<file path="src/rtl/lru_priority_updater.sv">
// lru_priority_updater: per-set 2-bit age (LRU) state for a 4-way cache; updates ages on hit/fill and picks the miss victim
// Ports:
//   clk, reset          rising-edge clock, asynchronous active-high reset
//   access_valid/ready  access handshake; access_set/hit/way describe the access
//   done, done_way/set  one-cycle commit pulse with the way made MRU and its set
//   flush, flush_busy   re-initialise all sets; busy during the sweep
//   query_set/prio      combinational read of a set's packed ages (way i at [2i+1:2i])
module lru_priority_updater #(
    parameter int NUM_SETS = 8,
    parameter int SET_W    = 3,
    parameter int NUM_WAYS = 4,
    parameter int AGE_W    = 2
) (
    input  logic                      clk,
    input  logic                      reset,
    input  logic                      access_valid,
    output logic                      access_ready,
    input  logic [SET_W-1:0]          access_set,
    input  logic                      access_hit,
    input  logic [1:0]                access_way,
    output logic                      done,
    output logic [1:0]                done_way,
    output logic [SET_W-1:0]          done_set,
    input  logic                      flush,
    output logic                      flush_busy,
    input  logic [SET_W-1:0]          query_set,
    output logic [NUM_WAYS*AGE_W-1:0] query_prio
);
    typedef enum logic [1:0] {IDLE, LOOKUP, WRITE, FLUSH} state_t;
    localparam int PW = NUM_WAYS * AGE_W;
    function automatic logic [PW-1:0] init_ages();
        logic [PW-1:0] v;
        for (int i = 0; i < NUM_WAYS; i++) v[i*AGE_W +: AGE_W] = AGE_W'(i);
        return v;
    endfunction
    localparam logic [PW-1:0] INIT = init_ages();
    localparam logic [AGE_W-1:0] AGE_LRU = '1;
    state_t             state_q, state_d;
    logic [PW-1:0]      ages_q [NUM_SETS];
    logic [PW-1:0]      ages_d [NUM_SETS];
    logic [SET_W-1:0]   set_q, set_d, cnt_q, cnt_d;
    logic               hit_q, hit_d;
    logic [1:0]         way_q, way_d, tgt_q, tgt_d, victim;
    logic [AGE_W-1:0]   ref_q, ref_d, a;
    logic [PW-1:0]      cur;
    assign cur          = ages_q[set_q];
    assign query_prio   = ages_q[query_set];
    assign access_ready = (state_q == IDLE) && !flush;
    assign flush_busy   = (state_q == FLUSH);
    assign done         = (state_q == WRITE);
    assign done_way     = tgt_q;
    assign done_set     = set_q;
    always_comb begin
        victim = '0;
        for (int i = 0; i < NUM_WAYS; i++)
            if (cur[i*AGE_W +: AGE_W] == AGE_LRU) victim = 2'(i);
    end
    always_comb begin
        state_d = state_q;
        ages_d  = ages_q;
        set_d   = set_q;
        hit_d   = hit_q;
        way_d   = way_q;
        tgt_d   = tgt_q;
        ref_d   = ref_q;
        cnt_d   = cnt_q;
        a       = '0;
        case (state_q)
            IDLE: begin
                if (flush) begin
                    state_d = FLUSH;
                    cnt_d   = '0;
                end else if (access_valid) begin
                    state_d = LOOKUP;
                    set_d   = access_set;
                    hit_d   = access_hit;
                    way_d   = access_way;
                end
            end
            LOOKUP: begin
                tgt_d   = hit_q ? way_q : victim;
                ref_d   = cur[tgt_d*AGE_W +: AGE_W];
                state_d = WRITE;
            end
            WRITE: begin
                // only ages strictly below ref_q (itself <= 3) increment, so no age ever wraps
                for (int i = 0; i < NUM_WAYS; i++) begin
                    a = cur[i*AGE_W +: AGE_W];
                    ages_d[set_q][i*AGE_W +: AGE_W] = (tgt_q == 2'(i)) ? '0 :
                                                      (a < ref_q) ? a + AGE_W'(1) : a;
                end
                state_d = IDLE;
            end
            FLUSH: begin
                ages_d[cnt_q] = INIT;
                cnt_d         = cnt_q + SET_W'(1);
                state_d       = (cnt_q == SET_W'(NUM_SETS - 1)) ? IDLE : FLUSH;
            end
            default: state_d = IDLE;
        endcase
    end
    always_ff @(posedge clk or posedge reset) begin
        if (reset) begin
            state_q <= IDLE;
            ages_q  <= '{default: INIT};
            set_q   <= '0;
            hit_q   <= 1'b0;
            way_q   <= '0;
            tgt_q   <= '0;
            ref_q   <= '0;
            cnt_q   <= '0;
        end else begin
            state_q <= state_d;
            ages_q  <= ages_d;
            set_q   <= set_d;
            hit_q   <= hit_d;
            way_q   <= way_d;
            tgt_q   <= tgt_d;
            ref_q   <= ref_d;
            cnt_q   <= cnt_d;
        end
    end
endmodule

</file>
<file path="config.mk">
export PLATFORM = sky130hd
export DESIGN_NAME = lru_priority_updater
export DESIGN_NICKNAME = d
export VERILOG_FILES = /design/src/rtl/lru_priority_updater.sv
export SDC_FILE = /design/constraint.sdc
export NUM_CORES = 1
export LEC_CHECK = 0
export ABC_AREA = 1
export CAP_MARGIN = 40
export CORE_MARGIN = 4
export CORE_UTILIZATION = 40
export DETAILED_ROUTE_END_ITERATION = 8
export DONT_BUFFER_PORTS = 1
export HOLD_SLACK_MARGIN = 0.1
export MAX_ROUTING_LAYER = met4
export PLACE_DENSITY_LB_ADDON = 0.08
export SLEW_MARGIN = 20
export SYNTH_ARGS = -nofsm -noshare
export SYNTH_HDL_FRONTEND = slang
export SYNTH_SLANG_ARGS = --single-unit
</file>
<file path="constraint.sdc">
create_clock -name clk -period 2.5 [get_ports clk]
set_input_delay 0.25 -clock clk [delete_from_list [all_inputs] [get_ports clk]]
set_output_delay 0.25 -clock clk [all_outputs]
set_load 0.02 [all_outputs]
</file>
==> metrics.md <==
| Metric | Value |
|---|---|
| Max-cap viol count | `0` |
| Slew headroom | `42.9%` |
| Commonest cells in the netlist | `183 x nand2_1, 113 x nor2_1, 101 x a21oi_1` |
| Site row count | `42` |
| Yosys top cell area share | `21.6%` |
| Average routed wire per standard cell | `around 20 um` |
| Mux cell area share after synthesis | `0.414%` |
| DRC | `0` |
| Final Skew | `0.0102 ns` |
| Sequential area share after synthesis | `between 30% and 40%` |
| Xor/xnor share of the synthesized area | `0%` |
| Crit. End Element | `flip-flop` |
| Post-Syn Area | `5440 sq um` |
| Post-DP HPWL | `15400 um` |
| Worst Hold Margin | `around 0.12 ns` |
| Warnings, synthesis | `0` |
| Post-synth top flop | `dfrtp_1` |
| Antenna-violating nets left | `0` |
| Syn-to-layout area delta | `15.7%` |
| Post-synthesis simple-gate area fraction | `30.8%` |
| Main combinational cell family by area after synthesis | `simple AND/OR/NAND/NOR gates` |
| # port buffers | `0` |
| Final count of hold timing violations | `0` |
| # clock sinks | `between 70 and 80` |
| CTS Buf Count | `9` |
| Post-Route WL | `20800 um` |
| Final Cycle Share | `94.2%` |
| Largest net degree at the start of global routing | `47` |
| Die area | `15500 sq um` |
| IO Count | `29` |
| Most common cell in the netlist | `nand2_1` |
| Crit Path Max Fanout | `17` |
| First-pass GRT wire length | `32500 um` |
| DR pass1 iterations | `6` |
| Top post-synthesis cells by area | `dfrtp_1 22%, dfstp_2 15%, nand2_1 13%` |
| Syn_nets | `835` |
| Initial Util | `40.9%` |
| Synth unique cells | `29` |
| Syn Inst Count | `813` |
| WP data arrival | `2.64 ns` |
| GPL Wtd Cong | `0.941` |
| DRT iter0 DRCs | `871` |
| Layout cells sized above 1 | `13.6%` |
| CTS clk-pin slew, worst paths | `0.07 ns` |
| Total GRT Usage | `27.6%` |
| Worst setup path class | `flip-flop to flip-flop` |
| Antenna violations before repair | `0` |
| Area leader, netlist | `dfrtp_1` |
| Vias per Instance | `5.90` |
| Pins Over Slew Limit | `0` |
| Post-synth EDFFs | `0` |
| Final setup violation count | `0` |
| Synth Area in Adders | `2.07%` |
| Worst skew pair latency | `between 0.3 and 0.4 ns` |
| Yosys reg bits | `between 70 and 80` |
| Vias in the first global route | `around 5700` |
| Fin crit period | `2.35 ns` |
| GR Overflow Total | `0` |
| H-tree levels | `3` |
| Required time of the worst setup path | `2.78 ns` |
| Synth Area in Compound Gates | `21.4%` |
| Asr flop ratio synth | `100%` |
| Width of the die | `125 um` |
| Worst Tran Pin Value | `0.855 ns` |
| Avg Synthesized Cell Area | `6.69 sq um` |
| Status | `complete, no violations` |
| Critical path launch point type | `flip-flop` |
| Die Y | `125 um` |
| Core Area | `13300 sq um` |
| Hold Path Class | `primary input to flip-flop` |
| Ant diodes | `0` |
| RSZ-0062 raised after global routing | `true` |
| CTS Buffer Depth | `2` |
| Total number of vias | `6021` |
| Root Buffer | `clkbuf_16` |
| CTS tree | `built` |
| Peak Freq | `about 420 MHz` |
| Post-CTS Setup Bufs | `0` |
| Nets | `862` |
==> metal layers <==
metal,GRT usage [%],wire length [um],vias to the layer above,part of all wire (%)
li1,-,-,2814,-
met1,37.5,9010,2828,43
met2,40.1,9100,323,44
met3,5.87,2020,56,9.7
met4,11.4,709,0,3.4
met5,-,0,-,0
==> sequential cells by signal, summed over array words and instances, names as in the netlist <==
name      cells
way_q         2
done_way      2
ref_q         2
state_q       2
ages_q       64
cnt_q         3
done_set      3
hit_q         1
==> final cells by class <==
| cell class | count | area, sq um |
|---|---|---|
| clock inverter | 7 | 95.1 |
| clock buffer | 9 | 225 |
| fill | 1392 | 7000 |
| sequential | 79 | 2020 |
| inverter | 79 | 303 |
| timing repair buffer | 44 | 405 |
| tap | 176 | 220 |
| multi-input combinational | 627 | 3030 |
==> what timing repair did <==
item,4_1_cts,5_1_grt
hold buffers,7,0
gates resized for setup,0,18
endpoints found under the hold margin,27,0
endpoints found under the setup margin,0,63
==> metrics by stage <==
stage | TNS (ns) | setup slack, ns | instance area, sq um | utilization (%) | cells
finish | 0 | 0.145 | 6290 | 47.3 | 1021
global route | -0.0450 | -0.0325 | 6290 | 47.3 | 1021
CTS | 0 | 0.0278 | 6230 | 46.8 | 1020
detailed placement | 0 | 0.0493 | 5840 | 43.9 | 997
global placement | 0 | 0.0367 | 5840 | 43.9 | 997
floorplan | 0 | 0.280 | 5440 | - | 813
==> layout by cell type, fill, tap and decap left out <==
cell	synthesis	final
nand2_1	183	179
nor2_1	113	109
a21oi_1	101	101
o21ai_0	94	94
inv_1	77	76
nand4_1	52	52
dfrtp_1	47	45
dfstp_2	32	32
buf_4	1	32
nand3_1	32	30
nand2_2	7	9
a31oi_1	9	9
clkbuf_16	0	9
ha_1	9	8
dlygate4sd3_1	0	7
o22ai_1	6	6
o21ai_1	5	5
o211ai_1	5	5
nor2_2	1	4
buf_12	0	4
nand2_4	1	3
nand3_2	1	3
clkinv_2	0	3
inv_6	0	2
mux2_2	2	2
nor3_1	2	2
bufinv_16	0	2
dfrtp_2	0	2
inv_2	1	1
nor2_4	0	1
o21ai_2	1	1
o21a_2	0	1
a221oi_1	1	1
o21a_1	2	1
ha_2	0	1
clkinvlp_4	0	1
clkinv_4	0	1
buf_8	0	1
==> worst paths after layout <==
path,from,endpoint,slack [ns],cells after the start
hold / removal,access_set[1],done_set[1]$_DFFE_PP0P_,0.12,2
min in group asynchronous,reset,ref_q[1]$_DFFE_PP0P_,0.42,2
hold reg to reg,ages_q[9]$_DFFE_PP0P_,ages_q[9]$_DFFE_PP0P_,0.51,2
setup / recovery,done_set[0]$_DFFE_PP0P_,ages_q[27]$_DFFE_PP0P_,0.15,14
max in group asynchronous,reset,ages_q[63]$_DFFE_PP1P_,1.35,3
setup reg to reg,done_set[0]$_DFFE_PP0P_,ages_q[27]$_DFFE_PP0P_,0.15,14
==> critical path, cell delays in order (launching register included) <==
cell	delay, ns
dfrtp_2	0.45
inv_6	0.15
buf_4	0.19
nand2_1	0.06
nand2_1	0.06
nand2_1	0.05
nand2_1	0.09
nand2_1	0.05
nand2_1	0.13
ha_1	0.25
nand2_1	0.12
nand2_1	0.13
nand2_2	0.22
nand4_1	0.14
a21oi_1	0.19
==> cell families after synthesis <==
family | after synthesis
AO/OA/AOI/OAI | 224
adder cells (fa/ha/maj) | 9
buffers and inverters | 107
flip-flops | 79
multiplexers | 2
AND/OR/NAND/NOR | 392
Power is not shown: default switching activity piles up to over one toggle a cycle in this logic, so the estimate is an artifact.
